===== config.mk =====
export PLATFORM = sky130hd
export DESIGN_NAME = tpu_mac_sequencer
export DESIGN_NICKNAME = d
export VERILOG_FILES = /design/src/rtl/tpu_pkg.sv /design/src/rtl/tpu_mac_sequencer.sv
export SDC_FILE = /design/constraint.sdc
export NUM_CORES = 1
export LEC_CHECK = 0
export BUFFER_PORTS_ARGS = -buffer_cell sky130_fd_sc_hd__buf_2
export CAP_MARGIN = 20
export CORE_MARGIN = 2
export CORE_UTILIZATION = 46
export CTS_CLUSTER_SIZE = 8
export DETAILED_ROUTE_END_ITERATION = 8
export PLACE_DENSITY_LB_ADDON = 0.3
export SYNTH_ARGS = -nofsm -noshare
export SYNTH_HDL_FRONTEND = slang
export SYNTH_SLANG_ARGS = --single-unit

===== constraint.sdc =====
create_clock -name clk -period 2.1 [get_ports clk]
set_clock_uncertainty 0.15 [all_clocks]
set_input_delay 0.105 -clock clk [delete_from_list [all_inputs] [get_ports clk]]
set_output_delay 0.105 -clock clk [all_outputs]
set_load 0.01 [all_outputs]

===== src/rtl/tpu_pkg.sv =====
// Shared definitions for the TPU MAC sequencer: FSM state encoding and
// phase-length helpers expressed as functions of the array dimension.
package tpu_pkg;

  typedef enum logic [1:0] {
    IDLE    = 2'd0,
    CLEAR   = 2'd1,
    COMPUTE = 2'd2,
    DONE    = 2'd3
  } tpu_seq_state_t;

  // Accumulator rows cleared before a multiply.
  function automatic int clr_cycles(input int dim);
    return dim;
  endfunction

  // Skewed-operand window of one DIM x DIM multiply.
  function automatic int cmp_cycles(input int dim);
    return 3 * dim - 2;
  endfunction

endpackage


===== src/rtl/tpu_mac_sequencer.sv =====
// Systolic-array control sequencer: clears C rows, runs the skewed compute
// window, pulses done, and arbitrates array/buffer write ports against the host.
module tpu_mac_sequencer
  import tpu_pkg::*;
#(
  parameter int DIM   = 8,
  parameter int STEPW = $clog2(3*DIM-2)
) (
  input  logic                   clk,
  input  logic                   rst,
  input  logic                   start,
  input  logic                   host_c_wr,
  input  logic [$clog2(DIM)-1:0] host_c_row,
  input  logic                   host_ab_wr,
  output logic                   busy,
  output logic                   done,
  output logic                   cal_en,
  output logic                   ab_shift,
  output logic [STEPW-1:0]       step,
  output logic                   c_wr_en,
  output logic [$clog2(DIM)-1:0] c_row,
  output logic                   c_clr,
  output logic                   ab_wr_en,
  output logic                   host_blocked
);

  localparam int ROWW = $clog2(DIM);
  localparam int CNTW = (ROWW > STEPW) ? ROWW : STEPW;
  localparam logic [CNTW-1:0] CLR_LAST = CNTW'(clr_cycles(DIM) - 1);
  localparam logic [CNTW-1:0] CMP_LAST = CNTW'(cmp_cycles(DIM) - 1);

  tpu_seq_state_t  state;
  logic [CNTW-1:0] cnt;

  always_ff @(posedge clk or posedge rst) begin
    if (rst) begin
      state <= IDLE;
      cnt   <= '0;
    end else begin
      case (state)
        IDLE: begin
          if (start) begin
            state <= CLEAR;
            cnt   <= '0;
          end
        end
        CLEAR: begin
          if (cnt == CLR_LAST) begin
            state <= COMPUTE;
            cnt   <= '0;
          end else begin
            cnt <= cnt + CNTW'(1);
          end
        end
        COMPUTE: begin
          if (cnt == CMP_LAST) begin
            state <= DONE;
            cnt   <= '0;
          end else begin
            cnt <= cnt + CNTW'(1);
          end
        end
        DONE: begin
          state <= IDLE;
          cnt   <= '0;
        end
        default: begin
          state <= IDLE;
          cnt   <= '0;
        end
      endcase
    end
  end

  // Moore decode of FSM outputs plus host arbitration; host inputs reach the
  // ports only in IDLE, otherwise the sequencer owns the C write port.
  always_comb begin
    busy         = (state != IDLE);
    done         = (state == DONE);
    cal_en       = (state == COMPUTE);
    ab_shift     = (state == COMPUTE);
    step         = (state == COMPUTE) ? cnt[STEPW-1:0] : '0;
    c_clr        = (state == CLEAR);
    c_wr_en      = 1'b0;
    c_row        = '0;
    ab_wr_en     = 1'b0;
    host_blocked = 1'b0;
    case (state)
      IDLE: begin
        c_wr_en  = host_c_wr;
        c_row    = host_c_row;
        ab_wr_en = host_ab_wr;
      end
      CLEAR: begin
        c_wr_en      = 1'b1;
        c_row        = cnt[ROWW-1:0];
        host_blocked = host_c_wr | host_ab_wr;
      end
      default: begin
        host_blocked = host_c_wr | host_ab_wr;
      end
    endcase
  end

endmodule


==> summary.txt, run 1 <==
Clocking
  • Worst-path clk slew: 60 ps
  • CTS root buf: clkbuf_4
  • CTS tree: done
  • H-tree depth: 1
  • Total clock sinks: 7
  • Worst skew pair latency: 260 ps
  • Hold Buf Count CTS: 1
  • Post-CTS Setup Bufs: 0
  • Post-CTS sizing: 0
  • Bufs on Longest Clock Path: 2
  • CTS buffer count: 3

Floorplanning
  • Core Box Area: 1270 µm²
  • Die Height: 40.2 µm
  • Initial Util: 0.475
  • Die area: 1620 µm²
  • Rows: 13
  • Io pins: 24
  • Die width: 40.2 µm

STA
  • Minimum clock period: 1880 ps
  • Sum Neg Setup Slack: 0 ps
  • Final hold slack: 46.8 ps
  • Setup violators final: 0
  • Final period util: 0.894
  • RSZ-0062 raised after global routing: false
  • Final worst slack: 224 ps
  • Worst-Margin Slew: 404 ps
  • Fmax: 533 MHz
  • Final Hold Fails: 0
  • Max Slew Vio Count: 0
  • Max_slew headroom: 0.731

Yosys
  • Synthesized netlist cell count: 67
  • Dominant cells by area after synthesis: dfrtp_1 29%, ha_1 12%, and2_1 7.3%
  • Total number of yosys warnings: 0
  • Post-synthesis cell area: 603 µm²
  • Synth area leader: dfrtp_1
  • Synth Register Bits: 7
  • Synth cell types: 24
  • Sequential fraction of the synthesis area: 0.290
  • Post-synth top area share: 0.290
  • Synth Net Count: 81
  • Avg Inst Size Synth: 9.00 µm²

Power
  • Pwr dens: 1280 nW/µm²
  • Peak VDD IR: 0.000617 V
  • Int Pwr: 0.535 mW
  • Sequential share of power: 0.220
  • Comb power frac: 0.652
  • Clock Power Share: 0.129
  • P_sw: 0.441 mW
  • Pleak: 0.403 nW
  • Switching portion of total power: 0.452

Global route
  • First-pass GRT wire length: 1940 µm
  • Initial antenna violation count: 0
  • Tot GR Track Use: 0.192
  • Largest net degree at the start of global routing: 12
  • GRT overflow: 0
  • Vias in the first global route: 449

Final layout
  • Final core occ: 0.602
  • Post-layout instance area: 763 µm²
  • Share of post-route cells with drive strength above 1: 0.344
  • Area grow syn2layout: 26.6%
  • Total Nets Final: 108
  • # diodes: 0
  • Filler instances: 119
  • Commonest non-fill, non-tap cell in the layout: buf_2
  • Commonest non-fill, non-tap cells in the layout: 23 x buf_2, 7 x inv_1, 7 x and2_1, 7 x dfrtp_1, 6 x ha_1

Setup path
  • Crit-path cells: ha_1 -> nand4bb_4 -> and2_4 -> a211oi_4 -> mux2_1
  • Setup crit start kind: flip-flop
  • Crit end category: flip-flop
  • Kind of critical path: reg -> reg
  • CP delay by family, top: flip-flops
  • CP peak stage delay: 440 ps
  • Crit path buffers/inverters: 0
  • CP Data Required Time: 2090 ps
  • Worst path slowest cell: dfrtp_1
  • Worst Path Arrival: 1860 ps
  • Crit Path Max Fanout: 7

Routing
  • Vias per cell: 5.17
  • DRT Pass-1 Iters: 4
  • DR WL/cell: 11.9 µm
  • Antenna Nets Post-Route: 0
  • Vias: 558
  • # DRC: 0
  • Routed wire length: 1290 µm
  • DRT iter0 DRCs: 10

Placed design
  • Area after DPL: 727 µm²
  • IO buf count: 23
  • Place WS: 229 ps
  • Gpl congestion: 0.769
  • Hpwl dp: 976 µm

Flow run
  • Max-cap check violation count: 0

Run status
  • Status: finished clean

Worst hold path
  • Hold Crit Class: in -> reg
==> synth_stat cells <==
library cell,count
buf_2,2
o32a_1,1
nor2b_1,1
nand4b_1,2
nand2_1,5
a32o_2,1
ha_1,6
a211oi_4,1
nand3b_1,1
nand2b_1,1
nor3_1,2
and2_1,7
inv_1,7
a22o_1,3
a21o_1,2
nor2_1,3
a21oi_1,4
o21ai_1,4
dfrtp_1,7
mux2_1,1
buf_4,2
nand4bb_4,1
nand3_1,2
and2_4,1
==> power by group through the flow <==
stage | Combinational (mW) | Clock (mW) | Sequential (mW)
2_1_floorplan | 0.471 | 0 | 0.205
3_3_place_gp | 0.625 | 0 | 0.214
3_5_place_dp | 0.634 | 0 | 0.218
4_1_cts | 0.639 | 0.130 | 0.215
5_1_grt | 0.715 | 0.144 | 0.220
6_report | 0.636 | 0.126 | 0.214
==> stage by stage <==
stage | instances | total power [mW]
CTS | 108 | 0.985
finish | 108 | 0.976
detailed placement | 103 | 0.851
global route | 108 | 1.08
floorplan | 67 | 0.675
global placement | 103 | 0.839
==> flip-flops by register name, indices dropped and copies added (netlist names) <==
| register | count |
|---|---|
| cnt | 5 |
| state | 2 |
==> area by class of cell <==
| cell class | instances | area [µm²] | share of cell area |
|---|---|---|---|
| Multi-Input combinational cell | 49 | 377 | 0.493 |
| Sequential cell | 7 | 175 | 0.230 |
| Timing Repair Buffer | 26 | 140 | 0.184 |
| Clock buffer | 4 | 26.3 | 0.0344 |
| Inverter | 7 | 26.3 | 0.0344 |
| Tap cell | 15 | 18.8 | 0.0246 |
==> routing by layer <==
layer,vias up,global-route usage,share of wire
met2,21,0.286,0.46
met1,249,0.241,0.46
li1,283,-,-
met5,-,0,0
met4,0,0.150,0.029
met3,5,0.0333,0.054
==> path summary, 6_finish.rpt <==
| check | start | endpoint | slack, ps | cells after the start |
|---|---|---|---|---|
| setup / recovery | cnt[0]$_DFFE_PP0P_ | state[1]$_DFFE_PP0P_ | 220 | 5 |
| hold / removal | start | cnt[1]$_DFFE_PP0P_ | 50 | 3 |
| setup reg to reg | cnt[0]$_DFFE_PP0P_ | state[1]$_DFFE_PP0P_ | 220 | 5 |
| hold reg to reg | state[0]$_DFFE_PP0P_ | state[0]$_DFFE_PP0P_ | 430 | 1 |
| max in group asynchronous | rst | cnt[4]$_DFFE_PP0P_ | 1400 | 3 |
| min in group asynchronous | rst | cnt[0]$_DFFE_PP0P_ | 170 | 3 |
==> cells by family (layout without fill, tap and decap cells) <==
kind of cell	Yosys count	after routing	synth area share
AOI/OAI and AO/OA	16	16	0.203
buffers and inverters	11	37	0.0851
adders and majority gates	6	6	0.124
muxes	1	1	0.0187
DFF	7	7	0.290
and+or+nand+nor	26	26	0.278
==> worst reg2reg max path: cells and delay by family (launching register included) <==
kind / cells / cell delay, ps
AOI/OAI and AO/OA: 1 / 220
muxes: 1 / 350
and+or+nand+nor: 2 / 300
DFF: 1 / 440
adders and majority gates: 1 / 290
Note: power is estimated with default switching activity, not from simulation.
==> run 2: changes to the inputs <==
--- a/config.mk
+++ b/config.mk
@@ -8,7 +8,7 @@
 export BUFFER_PORTS_ARGS = -buffer_cell sky130_fd_sc_hd__buf_2
 export CAP_MARGIN = 20
 export CORE_MARGIN = 2
-export CORE_UTILIZATION = 46
+export CORE_UTILIZATION = 41
 export CTS_CLUSTER_SIZE = 8
 export DETAILED_ROUTE_END_ITERATION = 8
 export PLACE_DENSITY_LB_ADDON = 0.3
==> constraint.sdc (replaced) <==
create_clock -name clk -period 1.6 [get_ports clk]
set_clock_uncertainty 0.15 [all_clocks]
set_input_delay 0.08 -clock clk [delete_from_list [all_inputs] [get_ports clk]]
set_output_delay 0.08 -clock clk [all_outputs]
set_load 0.01 [all_outputs]
==> run 2 against run 1 <==
  * The run now ends with setup timing left
  * Critical endpoint is now cnt[3]$_DFFE_PP0P_
  * Sequential share of layout area fell by 5.5 points
  * Non-clock buffer count rose by 22
  * Clock power rose by 30%
  * Setup slack got worse by 350 ps
  * First-iteration DRC count rose by 40%
  * Largest cell class unchanged
  * Core utilization rose by 15 points
  * Critical path depth rose by 1
  * Hold slack improved by 48 ps
  * Wire length rose by 47%
  * Critical path type unchanged
==> summary.txt, run 2 (synthesis gave the netlist of run 1 again) <==
Run status
  • Status: complete, but fails checks
  • Failing checks: setup timing

Setup path
  • Worst Path Arrival: 1710 ps (-150 ps)
  • Critical Path Source: state[0]$_DFFE_PP0P_
  • Crit end category: flip-flop
  • CP peak stage delay: 450 ps (about the same)
  • Kind of critical path: reg -> reg
  • Crit-path cells: inv_2 -> ha_4 -> and2_1 -> a32o_2 -> a21oi_2 -> o21ai_1
  • Critical R2R Launch: state[0]$_DFFE_PP0P_
  • Crit path to: cnt[3]$_DFFE_PP0P_
  • Setup crit start kind: flip-flop
  • CP Data Required Time: 1590 ps (-500 ps)
  • Crit Path Max Fanout: 6 (-1)
  • Worst path slowest cell: dfrtp_1
  • Worst Reg2Reg Path Length in Cells: 6 (+1)
  • Worst r2r dst: cnt[3]$_DFFE_PP0P_
  • R2R Setup Slk: -130 ps (-350 ps)

Power
  • Pwr dens: 1830 nW/µm² (+43%)
  • Pleak: 0.519 nW (+29%)
  • Peak VDD IR: 0.00114 V (+84%)

Final layout
  • Max reg flops: 5 (unchanged)
  • Commonest non-fill, non-tap cells in the layout: 24 x buf_2, 18 x buf_4, 7 x and2_1, 7 x dfrtp_1
  • Commonest non-fill, non-tap cell in the layout: buf_2
  • Filler instances: 104 (-13%)
  • Top flop regs: cnt: 5 flops, state: 2 flops
  • Area grow syn2layout: 66.6%
  • Post-layout instance area: 1000 µm² (+32%)
  • # diodes: 0 (unchanged)
  • Share of post-route cells with drive strength above 1: 0.583 (+0.239)
  • Most flops, register: cnt
  • Total Nets Final: 130 (+20%)

Global route
  • Largest net degree at the start of global routing: 8 (-4)
  • Tot GR Track Use: 0.224 (+0.0328)
  • First-pass GRT wire length: 3030 µm (+56%)
  • Initial antenna violation count: 0 (unchanged)
  • GRT overflow: 0 (unchanged)
  • Vias in the first global route: 676 (+51%)

Placed design
  • IO buf count: 23 (unchanged)
  • Hpwl dp: 1260 µm (+29%)
  • Area after DPL: 863 µm² (+19%)
  • Gpl congestion: 0.805 (+4.8%)
  • Place WS: -154 ps (-382 ps)

Routing
  • Routed wire length: 1890 µm (+47%)
  • Vias: 685 (+23%)
  • DR WL/cell: 14.5 µm (+22%)
  • # DRC: 0 (unchanged)
  • Antenna Nets Post-Route: 0 (unchanged)
  • DRT iter0 DRCs: 14 (+4)
  • Vias per cell: 5.27 (+2.0%)
  • DRT Pass-1 Iters: 4 (unchanged)

STA
  • Final hold slack: 95.0 ps (+48.2 ps)
  • Final period util: 1.08 (+0.185)
  • Max_slew headroom: 0.802 (+0.0709)
  • Max Slew Vio Count: 0 (unchanged)
  • Fmax: 580 MHz (+8.8%)
  • Final Hold Fails: 0 (unchanged)
  • Final worst slack: -125 ps (-349 ps)
  • RSZ-0062 raised after global routing: true
  • Minimum clock period: 1730 ps (-151 ps)
  • Sum Neg Setup Slack: -796 ps (-796 ps)
  • Setup violators final: 15 (+15)
  • Worst-Margin Slew: 297 ps (-107 ps)

Clocking
  • Worst-path clk slew: 60 ps (about the same)
  • CTS root buf: clkbuf_4
  • Bufs on Longest Clock Path: 2 (unchanged)
  • Worst skew pair latency: 260 ps (about the same)
  • H-tree depth: 1 (unchanged)
  • CTS buffer count: 3 (unchanged)
  • Total clock sinks: 7 (unchanged)
  • CTS tree: done

Floorplanning
  • Die area: 1790 µm² (+11%)
  • Die Height: 42.4 µm (+5.3%)
  • Core Box Area: 1330 µm² (+5.1%)
  • Rows: 13 (unchanged)
  • Die width: 42.4 µm (+5.3%)
  • Initial Util: 0.452 (-0.0232)
  • Io pins: 24 (unchanged)

Worst hold path
  • Hold Crit Class: in -> reg

Flow run
  • Max-cap check violation count: 0 (unchanged)
[run 2: where the power goes]
group / leakage (nW) / internal, mW / switching [mW]
combinational: 0.412 / 0.767 / 0.631
sequential: 0.0927 / 0.226 / 0.0532
clock: 0.0150 / 0.0955 / 0.0690
[run 2: final cells by class]
cell class | count | area [µm²] | area share
inverter | 7 | 26.3 | 0.0262
multi-input combinational | 49 | 437 | 0.435
sequential | 7 | 175 | 0.174
timing repair buffer | 48 | 322 | 0.320
clock buffer | 4 | 26.3 | 0.0262
tap | 15 | 18.8 | 0.0187
[run 2: worst min-delay path by stage]
stage | startpoint | end | slack, ps | cells past startpoint
2_1_floorplan | rst | cnt[0]$_DFFE_PP0P_ | -270 | 1
4_1_cts | start | cnt[1]$_DFFE_PP0P_ | 60 | 3
6_report | start | cnt[1]$_DFFE_PP0P_ | 100 | 3
3_3_place_gp | rst | state[0]$_DFFE_PP0P_ | -130 | 2
3_5_place_dp | rst | cnt[2]$_DFFE_PP0P_ | -120 | 2
5_1_grt | start | cnt[1]$_DFFE_PP0P_ | 100 | 3
[run 2: stage by stage]
step | cells | power [mW] | util
2_1_floorplan | 67 | 0.964 | -
3_3_place_gp | 119 | 1.38 | 0.647
3_5_place_dp | 119 | 1.41 | 0.647
4_1_cts | 129 | 1.79 | 0.743
5_1_grt | 130 | 1.98 | 0.753
6_report | 130 | 1.84 | 0.753
[run 2: what timing repair did]
item                                   CTS  global route
cloned                                   1             0
pin swaps                               12             2
hold buffers                             1             0
gates resized for setup                 16             2
endpoints found under the hold margin    7             0
setup endpoints to repair               16            18
setup buffers                            4             1
[run 2: layer usage]
metal | vias to the layer above | global-route usage | share of wire
met4 | 0 | 0.119 | 0.013
met5 | - | 0 | 0
met2 | 31 | 0.409 | 0.52
met1 | 322 | 0.253 | 0.39
li1 | 328 | - | -
met3 | 4 | 0.0216 | 0.070
[run 2: critical path, delay by kind of cell (launching register included)]
family,cells,cell delay (ps)
simple gates,1,150
flops,1,450
compound gates,3,500
buf+inv,1,130
fa+ha+maj,1,220
